===== src/rtl/uart_rx_param.sv =====
// Parametrised oversampling UART receiver: majority-vote bit sampling, start-glitch rejection, show-ahead receive FIFO.
// Define UART_RX_BREAK_EN to add break detection (break_det port and WAIT_IDLE state).
module uart_rx_param #(
  parameter int CLK_HZ     = 50_000_000,
  parameter int BAUD       = 9600,
  parameter int DATA_BITS  = 8,
  parameter int PARITY     = 0,
  parameter int STOP_BITS  = 1,
  parameter int OVERSAMPLE = 16,
  parameter int FIFO_DEPTH = 4
) (
  input  logic                          clk,
  input  logic                          rst,
  input  logic                          rx,
  output logic [DATA_BITS-1:0]          rx_data,
  output logic                          rx_parity_err,
  output logic                          rx_frame_err,
  output logic                          rx_valid,
  input  logic                          rx_ready,
  output logic                          overrun,
  output logic [$clog2(FIFO_DEPTH):0]   fifo_count,
  output logic                          busy
`ifdef UART_RX_BREAK_EN
  ,
  output logic                          break_det
`endif
);

  localparam int DIV = (CLK_HZ + BAUD * OVERSAMPLE / 2) / (BAUD * OVERSAMPLE);
  localparam int DW  = (DIV > 1) ? $clog2(DIV) : 1;
  localparam int SW  = $clog2(OVERSAMPLE);
  localparam int BW  = $clog2(DATA_BITS + 1);
  localparam int AW  = $clog2(FIFO_DEPTH);
  localparam int CW  = AW + 1;
  localparam int WW  = DATA_BITS + 2;

  localparam logic [SW-1:0] SMP_LO   = SW'(OVERSAMPLE / 2 - 1);
  localparam logic [SW-1:0] SMP_MID  = SW'(OVERSAMPLE / 2);
  localparam logic [SW-1:0] SMP_HI   = SW'(OVERSAMPLE / 2 + 1);
  localparam logic [SW-1:0] SMP_LAST = SW'(OVERSAMPLE - 1);
  localparam logic          ODD      = (PARITY == 2);

  typedef enum logic [2:0] {
    S_IDLE, S_START, S_DATA, S_PARITY, S_STOP
`ifdef UART_RX_BREAK_EN
    , S_WAIT_IDLE
`endif
  } state_t;

  state_t               state;
  logic                 rx_meta, rx_sync, rx_prev;
  logic [1:0]           sync_vld;
  logic [DW-1:0]        div_cnt;
  logic [SW-1:0]        samp_cnt;
  logic                 s0, s1;
  logic [DATA_BITS-1:0] shreg;
  logic [BW-1:0]        bit_cnt;
  logic                 stop_cnt;
  logic                 par_err, frm_err;
  logic                 tick, fall, maj, decide, bit_end, last_stop, push_fire, push;
  logic [WW-1:0]        push_word;

  assign tick      = (div_cnt == DW'(DIV - 1));
  assign fall      = rx_prev & ~rx_sync;
  assign maj       = (s0 & s1) | (s0 & rx_sync) | (s1 & rx_sync);
  assign decide    = tick && (samp_cnt == SMP_HI);
  assign bit_end   = tick && (samp_cnt == SMP_LAST);
  assign last_stop = (stop_cnt == 1'(STOP_BITS - 1));
  assign push_fire = decide && (state == S_STOP) && last_stop;
  assign push_word = {frm_err | ~maj, par_err, shreg};

`ifdef UART_RX_BREAK_EN
  logic par_bit, brk;
  assign brk  = push_fire && (shreg == '0) && !par_bit && !maj;
  assign push = push_fire && !brk;
`else
  assign push = push_fire;
`endif

  // NOTE: every clocked block uses non-blocking assignments so all registers update from pre-edge values.
  always_ff @(posedge clk) begin
    if (rst) begin
      rx_meta  <= 1'b1;
      rx_sync  <= 1'b1;
      rx_prev  <= 1'b0;
      sync_vld <= 2'b00;
      div_cnt  <= '0;
    end else begin
      rx_meta  <= rx;
      rx_sync  <= rx_meta;
      sync_vld <= {sync_vld[0], 1'b1};
      // The edge register only follows rx once the synchroniser holds real line data,
      // so a line already low at reset release never appears as a 1->0 edge.
      rx_prev  <= sync_vld[1] & rx_sync;
      if ((state == S_IDLE && fall) || tick) div_cnt <= '0;
      else                                   div_cnt <= div_cnt + 1'b1;
    end
  end

  always_ff @(posedge clk) begin
    if (rst) begin
      state    <= S_IDLE;
      busy     <= 1'b0;
      samp_cnt <= '0;
      s0       <= 1'b0;
      s1       <= 1'b0;
      shreg    <= '0;
      bit_cnt  <= '0;
      stop_cnt <= 1'b0;
      par_err  <= 1'b0;
      frm_err  <= 1'b0;
`ifdef UART_RX_BREAK_EN
      par_bit   <= 1'b0;
      break_det <= 1'b0;
`endif
    end else begin
`ifdef UART_RX_BREAK_EN
      break_det <= 1'b0;
`endif
      if (state != S_IDLE && tick) begin
        samp_cnt <= (samp_cnt == SMP_LAST) ? '0 : samp_cnt + 1'b1;
        if (samp_cnt == SMP_LO)  s0 <= rx_sync;
        if (samp_cnt == SMP_MID) s1 <= rx_sync;
      end
      case (state)
        S_IDLE: if (fall) begin
          state    <= S_START;
          busy     <= 1'b1;
          samp_cnt <= '0;
        end
        S_START: begin
          if (decide && maj) begin
            state <= S_IDLE;
            busy  <= 1'b0;
          end else if (bit_end) begin
            state    <= S_DATA;
            bit_cnt  <= '0;
            stop_cnt <= 1'b0;
            par_err  <= 1'b0;
            frm_err  <= 1'b0;
`ifdef UART_RX_BREAK_EN
            par_bit  <= 1'b0;
`endif
          end
        end
        S_DATA: begin
          if (decide) begin
            shreg   <= {maj, shreg[DATA_BITS-1:1]};
            bit_cnt <= bit_cnt + 1'b1;
          end
          if (bit_end && bit_cnt == BW'(DATA_BITS)) state <= (PARITY != 0) ? S_PARITY : S_STOP;
        end
        S_PARITY: begin
          if (decide) begin
            par_err <= ^shreg ^ maj ^ ODD;
`ifdef UART_RX_BREAK_EN
            par_bit <= maj;
`endif
          end
          if (bit_end) state <= S_STOP;
        end
        S_STOP: if (decide) begin
          if (!maj) frm_err <= 1'b1;
          if (last_stop) begin
`ifdef UART_RX_BREAK_EN
            state     <= brk ? S_WAIT_IDLE : S_IDLE;
            busy      <= brk;
            break_det <= brk;
`else
            state <= S_IDLE;
            busy  <= 1'b0;
`endif
          end else begin
            stop_cnt <= 1'b1;
          end
        end
`ifdef UART_RX_BREAK_EN
        S_WAIT_IDLE: if (rx_sync) begin
          state <= S_IDLE;
          busy  <= 1'b0;
        end
`endif
        default: begin
          state <= S_IDLE;
          busy  <= 1'b0;
        end
      endcase
    end
  end

  logic [WW-1:0] mem [FIFO_DEPTH];
  logic [AW-1:0] wr_ptr, rd_ptr;
  logic [CW-1:0] count;
  logic          full, pop, wr_en;
  logic [WW-1:0] head;

  assign rx_valid      = (count != '0);
  assign full          = (count == CW'(FIFO_DEPTH));
  assign pop           = rx_valid & rx_ready;
  assign wr_en         = push & (~full | pop);
  assign head          = mem[rd_ptr];
  assign rx_data       = rx_valid ? head[DATA_BITS-1:0] : '0;
  assign rx_parity_err = rx_valid & head[DATA_BITS];
  assign rx_frame_err  = rx_valid & head[DATA_BITS+1];
  assign fifo_count    = count;

  always_ff @(posedge clk) begin
    if (rst) begin
      wr_ptr  <= '0;
      rd_ptr  <= '0;
      count   <= '0;
      overrun <= 1'b0;
    end else begin
      overrun <= push & full & ~pop;
      if (wr_en) wr_ptr <= wr_ptr + 1'b1;
      if (pop)   rd_ptr <= rd_ptr + 1'b1;
      case ({wr_en, pop})
        2'b10:   count <= count + 1'b1;
        2'b01:   count <= count - 1'b1;
        default: count <= count;
      endcase
    end
  end

  // NOTE: storage has no reset; nothing reads it unless rx_valid says the entry was written.
  always_ff @(posedge clk) begin
    if (wr_en) mem[wr_ptr] <= push_word;
  end

endmodule


===== config.mk =====
export PLATFORM = sky130hd
export DESIGN_NAME = uart_rx_param
export DESIGN_NICKNAME = d
export VERILOG_FILES = /design/src/rtl/uart_rx_param.sv
export SDC_FILE = /design/constraint.sdc
export NUM_CORES = 1
export LEC_CHECK = 0
export BUFFER_PORTS_ARGS = -buffer_cell sky130_fd_sc_hd__buf_2
export CORE_MARGIN = 4
export CORE_UTILIZATION = 54
export CTS_CLUSTER_DIAMETER = 100
export DETAILED_ROUTE_END_ITERATION = 10
export MAX_ROUTING_LAYER = met4
export PLACE_DENSITY = 0.74
export RECOVER_POWER = 25
export SETUP_SLACK_MARGIN = 0.15
export SLEW_MARGIN = 40
export SYNTH_ARGS = -nofsm -noshare
export SYNTH_HDL_FRONTEND = slang
export SYNTH_SLANG_ARGS = --single-unit

===== constraint.sdc =====
create_clock -name clk -period 2.5 [get_ports clk]
set_clock_uncertainty 0.15 [all_clocks]
set_input_delay 0.5 -clock clk [delete_from_list [all_inputs] [get_ports clk]]
set_output_delay 0.5 -clock clk [all_outputs]
set_load 0.01 [all_outputs]

After elaboration in Yosys (flattened, before gate mapping)
Memories as Yosys holds them, arrays and structs flattened. A register that Yosys moved wholly into a read port is not among the register bits.
Cells that the tools add are included.
{"block": "word_totals", "reg_bits": 47, "romBits": 0, "mem_bits_rw": 40, "mem_count": 1, "latch_bits": 0, "word_cells": 141, "output_inout_bits": 16, "in_bits": 4}
{"memory": "mem", "words": 4, "word_bits": 10, "rd": 1, "rd_clocked_by_memory_dff": 1, "wr": 1, "line_no": "191", "rtl": "logic [WW-1:0] mem [FIFO_DEPTH];"}
{"block": "op_classes", "muxes": 38, "div": 0, "n_eq_ne": 25, "addsub": 7, "multipliers": 0, "order_cmp": 0, "n_reduce_logical": 28, "n_shift": 0, "n_bitwise": 22}
{"operator": "$mux W4", "count": 7}
{"operator": "$ne A2 B2 Y1 const B", "count": 11}
{"operator": "$mux W3", "count": 7}
{"operator": "$eq A4 B4 Y1 const B", "count": 4}
{"operator": "$pmux W3 S5", "count": 1}
{"operator": "$mux W1", "count": 14}
{"operator": "$reduce_and A4 Y1", "count": 3}
{"operator": "$and A1 B1 Y1", "count": 11}
{"operator": "$reduce_and A5 Y1", "count": 2}
{"operator": "$add A9 B1 Y9 const B", "count": 1}
{"operator": "$eq A9 B9 Y1 const B", "count": 1}
{"operator": "$add A4 B1 Y4 const B", "count": 2}
{"operator": "$logic_and A1 B1 Y1", "count": 8}
{"operator": "$mux W8", "count": 1}
{"operator": "$pmux W4 S2", "count": 1}
{"operator": "$reduce_bool A2 Y1", "count": 4}
{"operator": "$reduce_xor A8 Y1", "count": 1}
{"operator": "$eq A3 B2 Y1 const B", "count": 2}
{"operator": "$eq A3 B3 Y1 const B", "count": 2}
{"operator": "$not A1 Y1", "count": 6}
{"operator": "$pmux W1 S2", "count": 3}
{"operator": "$pmux W3 S2", "count": 1}
{"operator": "$reduce_and A2 Y1", "count": 3}
{"operator": "$reduce_and A6 Y1", "count": 1}
{"operator": "other kinds (16)", "count": 23}

Depth between registers and ports, before layout
Gate-level depths: netlist of the first run.
{"block": "depth", "ltp_word": 7, "depth_mapped": 10, "depth_no_buf": 10}

Least setup slack after synthesis of the first run
OpenSTA, ideal clock, no wires.
{"block": "synth_path", "path_kind": "register to register", "from": "reg div_cnt[7]", "to": "mem mem[0][0] (netlist bit), enable pin", "path_stages_with_launch": 6, "path_buffers": 1, "setup_slack_ps": 96, "arrival_time_ps": 1911, "cell_sequence": "dfxtp_1 > or4b_4 > or3_1 > buf_2 > nor2_2 > and2_1"}
{"block": "synth_between", "elab_chain_len": 7}
{"element": "start, declared", "line_no": "53", "rtl": "logic [DW-1:0] div_cnt;"}
{"element": "start signal, assigned", "line_no": "96", "rtl": "else div_cnt <= div_cnt + 1'b1;"}
{"element": "$eq A9 B9 Y1", "line_no": "63", "rtl": "assign tick = (div_cnt == DW'(DIV - 1));"}
{"element": "$logic_and A1 B1 Y1", "line_no": "66", "rtl": "assign decide = tick && (samp_cnt == SMP_HI);"}
{"element": "$logic_and A1 B1 Y1 (2 in a row)", "line_no": "69", "rtl": "assign push_fire = decide && (state == S_STOP) && last_stop;"}
{"element": "$and A1 B1 Y1", "line_no": "200", "rtl": "assign wr_en = push & (~full | pop);"}
{"element": "$mux W1", "line_no": "227", "rtl": "if (wr_en) mem[wr_ptr] <= push_word;"}
{"element": "$mux W1 (implied by the code)", "line_no": "227"}
{"element": "end, declared", "line_no": "191"}
Every way passes these cells.

Final worst setup path of the first run
{"block": "layout_path", "from": "reg div_cnt[5]", "to": "reg count[1] (netlist: fifo_count[1])"}
{"block": "layout_between", "elab_chain_len": 7}
{"element": "$eq A9 B9 Y1 *", "line_no": "63"}
{"element": "$logic_and A1 B1 Y1 *", "line_no": "66"}
{"element": "$logic_and A1 B1 Y1 * (2 in a row)", "line_no": "69"}
{"element": "$and A1 B1 Y1 *", "line_no": "200"}
{"element": "$eq A2 B1 Y1 or $eq A2 B2 Y1 (tied branches)", "line_no": "217", "rtl": "case ({wr_en, pop})"}
{"element": "$pmux W3 S2 or $reduce_bool A2 Y1 (tied branches)"}
{"element": "end signal, assigned", "line_no": "218", "rtl": "2'b10: count <= count + 1'b1;"}
{"element": "end signal, assigned", "line_no": "219", "rtl": "2'b01: count <= count - 1'b1;"}
{"element": "end signal, assigned", "line_no": "220", "rtl": "default: count <= count;"}
{"element": "end, declared", "line_no": "193", "rtl": "logic [CW-1:0] count;"}
Mark *: on every way between the ends. The rest lies on a longest branch, timed or not.
A chain may end at the register's enable or synchronous reset.

==> results.yml, run 1 <==
cts:
  clk_latency_ns: 0.36
  ctsHoldBuffers: 0
  clk_pin_slew_worst_paths_ns: 0.09
  cts_tree: "built"
  ctsHtreeMaxLevel: 3
  ctsRootBufferMaster: "clkbuf_8"
  clockBufferDepth: 2
  numCtsBuffers: 9
  cts_sinks: 88
synth:
  syn_area_per_cell_um2: 11.95
  yosysTopAreaCellShare: 0.3112
  synth-seq-area-share: 0.5601
  yosysMostFrequentCell: "dfxtp_1"
  yosys.area.top_type: "edfxtp_1"
  synthCells: 323
  async_flop_share: 0
  synthFlopType: "dfxtp_1"
  synth_common_cells: "dfxtp_1, edfxtp_1, nor2_1"
  syn-num-nets: 339
  ys.warnings.count: 0
  synth_edf_count: 40
  synth_cell_type_count: 60
  synth_seq_cells: 88
  netlist_top_cells_area: "edfxtp_1, dfxtp_1, mux4_2"
  synthesis.area_um2: 3860
routing:
  wl_per_cell_um: 15.21
  drt_first_pass_iters: 4
  remaining_drc_errors: 0
  ant_nets: 0
  vias: 2498
  wl_um: 6966
  viasPerCell: 5.454
  drtIter0Drc: 128
timing:
  period_needed_ns: 2.343
  max_freq_mhz: 426.7
  fin_tns_setup_ns: 0
  worst_slew_pin_slew_ns: 0.5681
  slew_headroom: 0.6159
  hold_ws_ns: 0.1748
  setup_viol: 0
  fin_crit_sh: 0.9374
  rsz0062_at_grt: "yes"
  slew_viol_final: 0
  hold_viol: 0
placed_design:
  dp_hpwl_um: 4754
  place_area_um2: 4116
  gp_congestion: 0.8652
  placedCellCount: 438
  io_buffers: 19
die:
  rows: 30
  die_w_um: 92.55
  die-area_um2: 8565
  initial_core_util: 0.5619
  coreArea_um2: 6869
  die_h_um: 92.55
  io_pins: 20
critical_path:
  critPathTopFamily: "simple AND/OR/NAND/NOR gates"
  critical_path.max_fanout: 4
  r2r-end: "fifo_count[1]$_SDFFE_PP0P_"
  worstRegToRegCells: 6
  critPathMaxStageDelay_ns: 0.58
  critPathArrivalTime_ns: 2.47
  crit_slowest_cell: "or4b_4"
  cp_cell_sequence: "or4b_4 -> o41ai_4 -> fa_2 -> nor2_1 -> nand2_1 -> o31ai_2"
  critical_path_class: "register to register"
  r2r_start: "div_cnt[5]$_SDFF_PP0_"
  startpoint_type: "register"
  end_kind: "register"
  ff2ff_setup_slack_ns: 0.16
  crit_buf_inv: 0
  crit_required_ns: 2.63
power_and_ir_drop:
  p_leak_nw: 1.550
  power_density_nw_per_um2: 697.6
  ir_drop_v: 0.0004420
global_routing:
  grt_pass1_wl_um: 11530
  antenna_found_initial: 0
  grtUsageTotal: 0.1791
  grt_max_degree: 32
  grt_overflow: 0
  grt_pass1_vias: 2349
layout:
  design_area_um2: 4473
  fill_cells: 539
  nets: 373
  drive_gt1_frac: 0.2514
  syn_to_final_growth_pct: 15.88
  register_area_um2: 2171
  multiInputGateArea_um2: 1673
  num_antenna_cells: 0
  final_cells: 458
run_status:
  outcome: "finished clean"
hold_path:
  whs_endpoint: "rx_meta$_SDFF_PP1_"
  holdCritPathClass: "input pin to register"
  hold_depth: 2
  hp-start: "rx"
job:
  cap_viol_max_count: 0
==> stage by stage <==
stage	worst slack, ns	utilization	total power (W)
global placement	0.1593	0.5993	0.002029
floorplan	0.1991	-	0.001880
finish	0.1565	0.6512	0.003120
CTS	0.1040	0.6346	0.003080
global route	0.08529	0.6512	0.003263
detailed placement	0.1063	0.5993	0.002038
==> sequential cells by signal (all words and copies together), names as in the netlist, 2 cells and up, named ones only <==
name,flops
shreg,8
div_cnt,9
samp_cnt,4
state,3
sync_vld,2
fifo_count,3
rd_ptr,2
bit_cnt,4
wr_ptr,2
mem,40
==> power by group <==
part           internal (W)  switching [W]  total, W
logic              0.000316       0.000249  0.000565
registers           0.00152      0.0000375   0.00156
clock network      0.000476       0.000516  0.000993
==> area by class of cell <==
class | instances | area share
repair buffers | 34 | 0.05874
clock inverters | 6 | 0.01650
well taps | 96 | 0.02685
multi-input cells | 212 | 0.3740
inverters | 12 | 0.01007
clock buffers | 10 | 0.02853
flip-flops and latches | 88 | 0.4853
==> what timing repair did <==
| item | CTS | global route |
|---|---|---|
| setup endpoints to repair | 50 | 62 |
| resized for setup | 7 | 27 |
| gates cloned | 1 | 1 |
| pin swaps | 0 | 9 |
| buffers inserted | 0 | 2 |
==> worst reg2reg max path, delay by kind of cell (launching register included) <==
family                   cells  cell delay (ns)
AO/OA/AOI/OAI                2             0.51
adder cells (fa/ha/maj)      1             0.50
flip-flops                   1             0.35
AND/OR/NAND/NOR              3             0.76
==> worst max path at each step <==
stage                               start                          to  cells past startpoint
finish              div_cnt[5]$_SDFF_PP0_  fifo_count[1]$_SDFFE_PP0P_                      6
global route        div_cnt[5]$_SDFF_PP0_  fifo_count[2]$_SDFFE_PP0P_                      8
CTS                 div_cnt[7]$_SDFF_PP0_         mem[0][6]$_DFFE_PP_                      4
detailed placement  div_cnt[7]$_SDFF_PP0_         mem[1][0]$_DFFE_PP_                      4
global placement    div_cnt[7]$_SDFF_PP0_         mem[1][7]$_DFFE_PP_                      4
floorplan           div_cnt[7]$_SDFF_PP0_         mem[0][0]$_DFFE_PP_                      5
==> kinds of logic after synthesis <==
kind of cell,count (synthesis),share of synthesized area
buffers and inverters,24,0.02560
AND/OR/NAND/NOR,120,0.1663
AO/OA/AOI/OAI,37,0.07164
multiplexers,22,0.08979
adder cells (fa/ha/maj),13,0.04344
XOR/XNOR,19,0.04311
flip-flops,88,0.5601
==> placed cells by master (no fill, tap or decap), types with 6 or more instances in the layout <==
master and instances:
dfxtp_1 43, edfxtp_1 40, nor2_1 32, nand2_1 19, xnor2_1 14, buf_2 14, a21oi_1 12, buf_4 12
inv_1 11, nand3_1 11, mux2i_1 11, ha_1 11, mux4_2 10, and2_4 9, clkbuf_8 9, nor3_1 6
==> routing by layer <==
metal  GRT usage  vias up  routed length [µm]  share of wire
met5           -        -                   0              0
met4     0.07302        0                  74          0.011
met3     0.04712        9                 423          0.061
met2      0.2598       65                3325           0.48
met1      0.2403     1194                3142           0.45
li1            -     1230                   -              -
Power figures use the tool's default switching activity.
==> inputs of run 2 (changes only) <==
--- a/config.mk
+++ b/config.mk
@@ -7,11 +7,12 @@
 export LEC_CHECK = 0
 export BUFFER_PORTS_ARGS = -buffer_cell sky130_fd_sc_hd__buf_2
 export CORE_MARGIN = 4
-export CORE_UTILIZATION = 54
+export CORE_UTILIZATION = 57
+export CTS_BUF_LIST = sky130_fd_sc_hd__clkbuf_4
 export CTS_CLUSTER_DIAMETER = 100
 export DETAILED_ROUTE_END_ITERATION = 10
 export MAX_ROUTING_LAYER = met4
-export PLACE_DENSITY = 0.74
+export PLACE_DENSITY = 0.78
 export RECOVER_POWER = 25
 export SETUP_SLACK_MARGIN = 0.15
 export SLEW_MARGIN = 40
==> results.yml, run 2 (synthesis gave the netlist of run 1 again) <==
cts:
  numCtsBuffers: 9
  clockBufferDepth: 2
  cts_sinks: 88
  ctsHtreeMaxLevel: 3
  clk_pin_slew_worst_paths_ns: 0.15
  cts_tree: "built"
  ctsHoldBuffers: 0
  ctsRootBufferMaster: "clkbuf_4"
  clk_latency_ns: 0.45
critical_path:
  critical_path.max_fanout: 5
  startpoint_type: "register"
  crit_required_ns: 1.85
  critical_path_class: "register to output port"
  end_kind: "output port"
  critPathArrivalTime_ns: 1.79
global_routing:
  grt_overflow: 0
  antenna_found_initial: 0
  grt_max_degree: 32
  grt_pass1_wl_um: 12120
  grtUsageTotal: 0.1914
  grt_pass1_vias: 2441
timing:
  rsz0062_at_grt: "yes"
  hold_ws_ns: 0.08931
  setup_viol: 0
  hold_viol: 0
  worst_slew_pin_slew_ns: 1.448
  max_freq_mhz: 409.2
  fin_crit_sh: 0.9775
  slew_viol_final: 0
  period_needed_ns: 2.444
  timing.final.ws_setup_ns: 0.05617
  slew_headroom: 0.03453
  fin_tns_setup_ns: 0
routing:
  ant_nets: 0
  wl_per_cell_um: 16.49
  vias: 2504
  drt_first_pass_iters: 4
  remaining_drc_errors: 0
  viasPerCell: 5.691
  drtIter0Drc: 91
  wl_um: 7255
placed_design:
  io_buffers: 19
  place_area_um2: 4113
  post-place-ws_ns: 0.1562
  gp_congestion: 0.8237
  dp_hpwl_um: 4815
die:
  coreArea_um2: 6459
  die-area_um2: 8152
  initial_core_util: 0.5976
  die_w_um: 90.29
  io_pins: 20
  die_h_um: 90.29
  rows: 29
run_status:
  outcome: "finished clean"
layout:
  syn_to_final_growth_pct: 14.23
  design_area_um2: 4409
  drive_gt1_frac: 0.2534
  num_antenna_cells: 0
  regMostFlops: "mem"
  final_cell_mix: "dfxtp_1, edfxtp_1, nor2_1"
  nets: 374
  largest_reg_flops: 40
  top_regs: "mem (40), div_cnt (9), shreg (8)"
power_and_ir_drop:
  p_comb_frac: 0.197
  p_clk_frac: 0.271
  power_switching_w: 0.0007773
  ir_drop_v: 0.0003608
  intPower_w: 0.002162
  power_density_nw_per_um2: 666.5
  seqPwrFrac: 0.532
  p_leak_nw: 1.530
  switching_share: 0.2645
hold_path:
  holdCritPathClass: "input pin to register"
job:
  cap_viol_max_count: 0
-- run 2: power groups by stage --
stage | combinational [W] | sequential [W] | clock, W
final | 0.000578 | 0.00156 | 0.000797
after CTS | 0.000518 | 0.00156 | 0.000805
after global placement | 0.000439 | 0.00158 | 0
after floorplan | 0.000299 | 0.00158 | 0
after detailed placement | 0.000452 | 0.00158 | 0
after global routing | 0.000629 | 0.00157 | 0.000874
-- run 2: critical path, stage by stage, from the launching register on --
cell	delay, ns
dfxtp_4	0.41
buf_8	0.14
mux4_2	0.51
and2_4	0.18
buf_6	0.11
-- run 2: worst paths after layout --
check	endpoint	cells past startpoint	slack (ns)	from
hold / removal	rx_meta$_SDFF_PP1_	2	0.09	rx
setup reg to reg	fifo_count[2]$_SDFFE_PP0P_	8	0.20	div_cnt[7]$_SDFF_PP0_
hold reg to reg	rx_sync$_SDFF_PP1_	1	0.28	rx_meta$_SDFF_PP1_
setup / recovery	rx_data[3]	4	0.06	register
-- run 2: layer usage --
layer,global-route usage,vias to the layer above,wire (µm)
li1,-,1238,-
met1,0.2366,1215,3212
met2,0.3124,43,3739
met3,0.03167,8,203
met4,0.08291,0,98
met5,-,-,0
-- run 2: timing repair --
action / in CTS / in global routing
endpoints found under the setup margin: 40 / 53
cloned: 1 / 1
endpoints found under the hold margin: 0 / 0
gates resized for setup: 16 / 19
pin swaps: 0 / 11
setup buffers: 0 / 2
-- run 2: metrics by stage --
stage,util,instances,power [W]
CTS,0.6693,437,0.002888
floorplan,-,323,0.001880
global route,0.6827,440,0.003073
detailed placement,0.6368,420,0.002034
finish,0.6827,440,0.002939
global placement,0.6368,420,0.002020
-- run 2: final cells by class --
cell class              instances  area [µm²]
flip-flops and latches         88        2175
inverters                      12       45.04
multi-input cells             212        1660
fillers                       478        2049
well taps                      77       96.34
clock inverters                 7       71.32
repair buffers                 35       294.0
clock buffers                   9       67.56
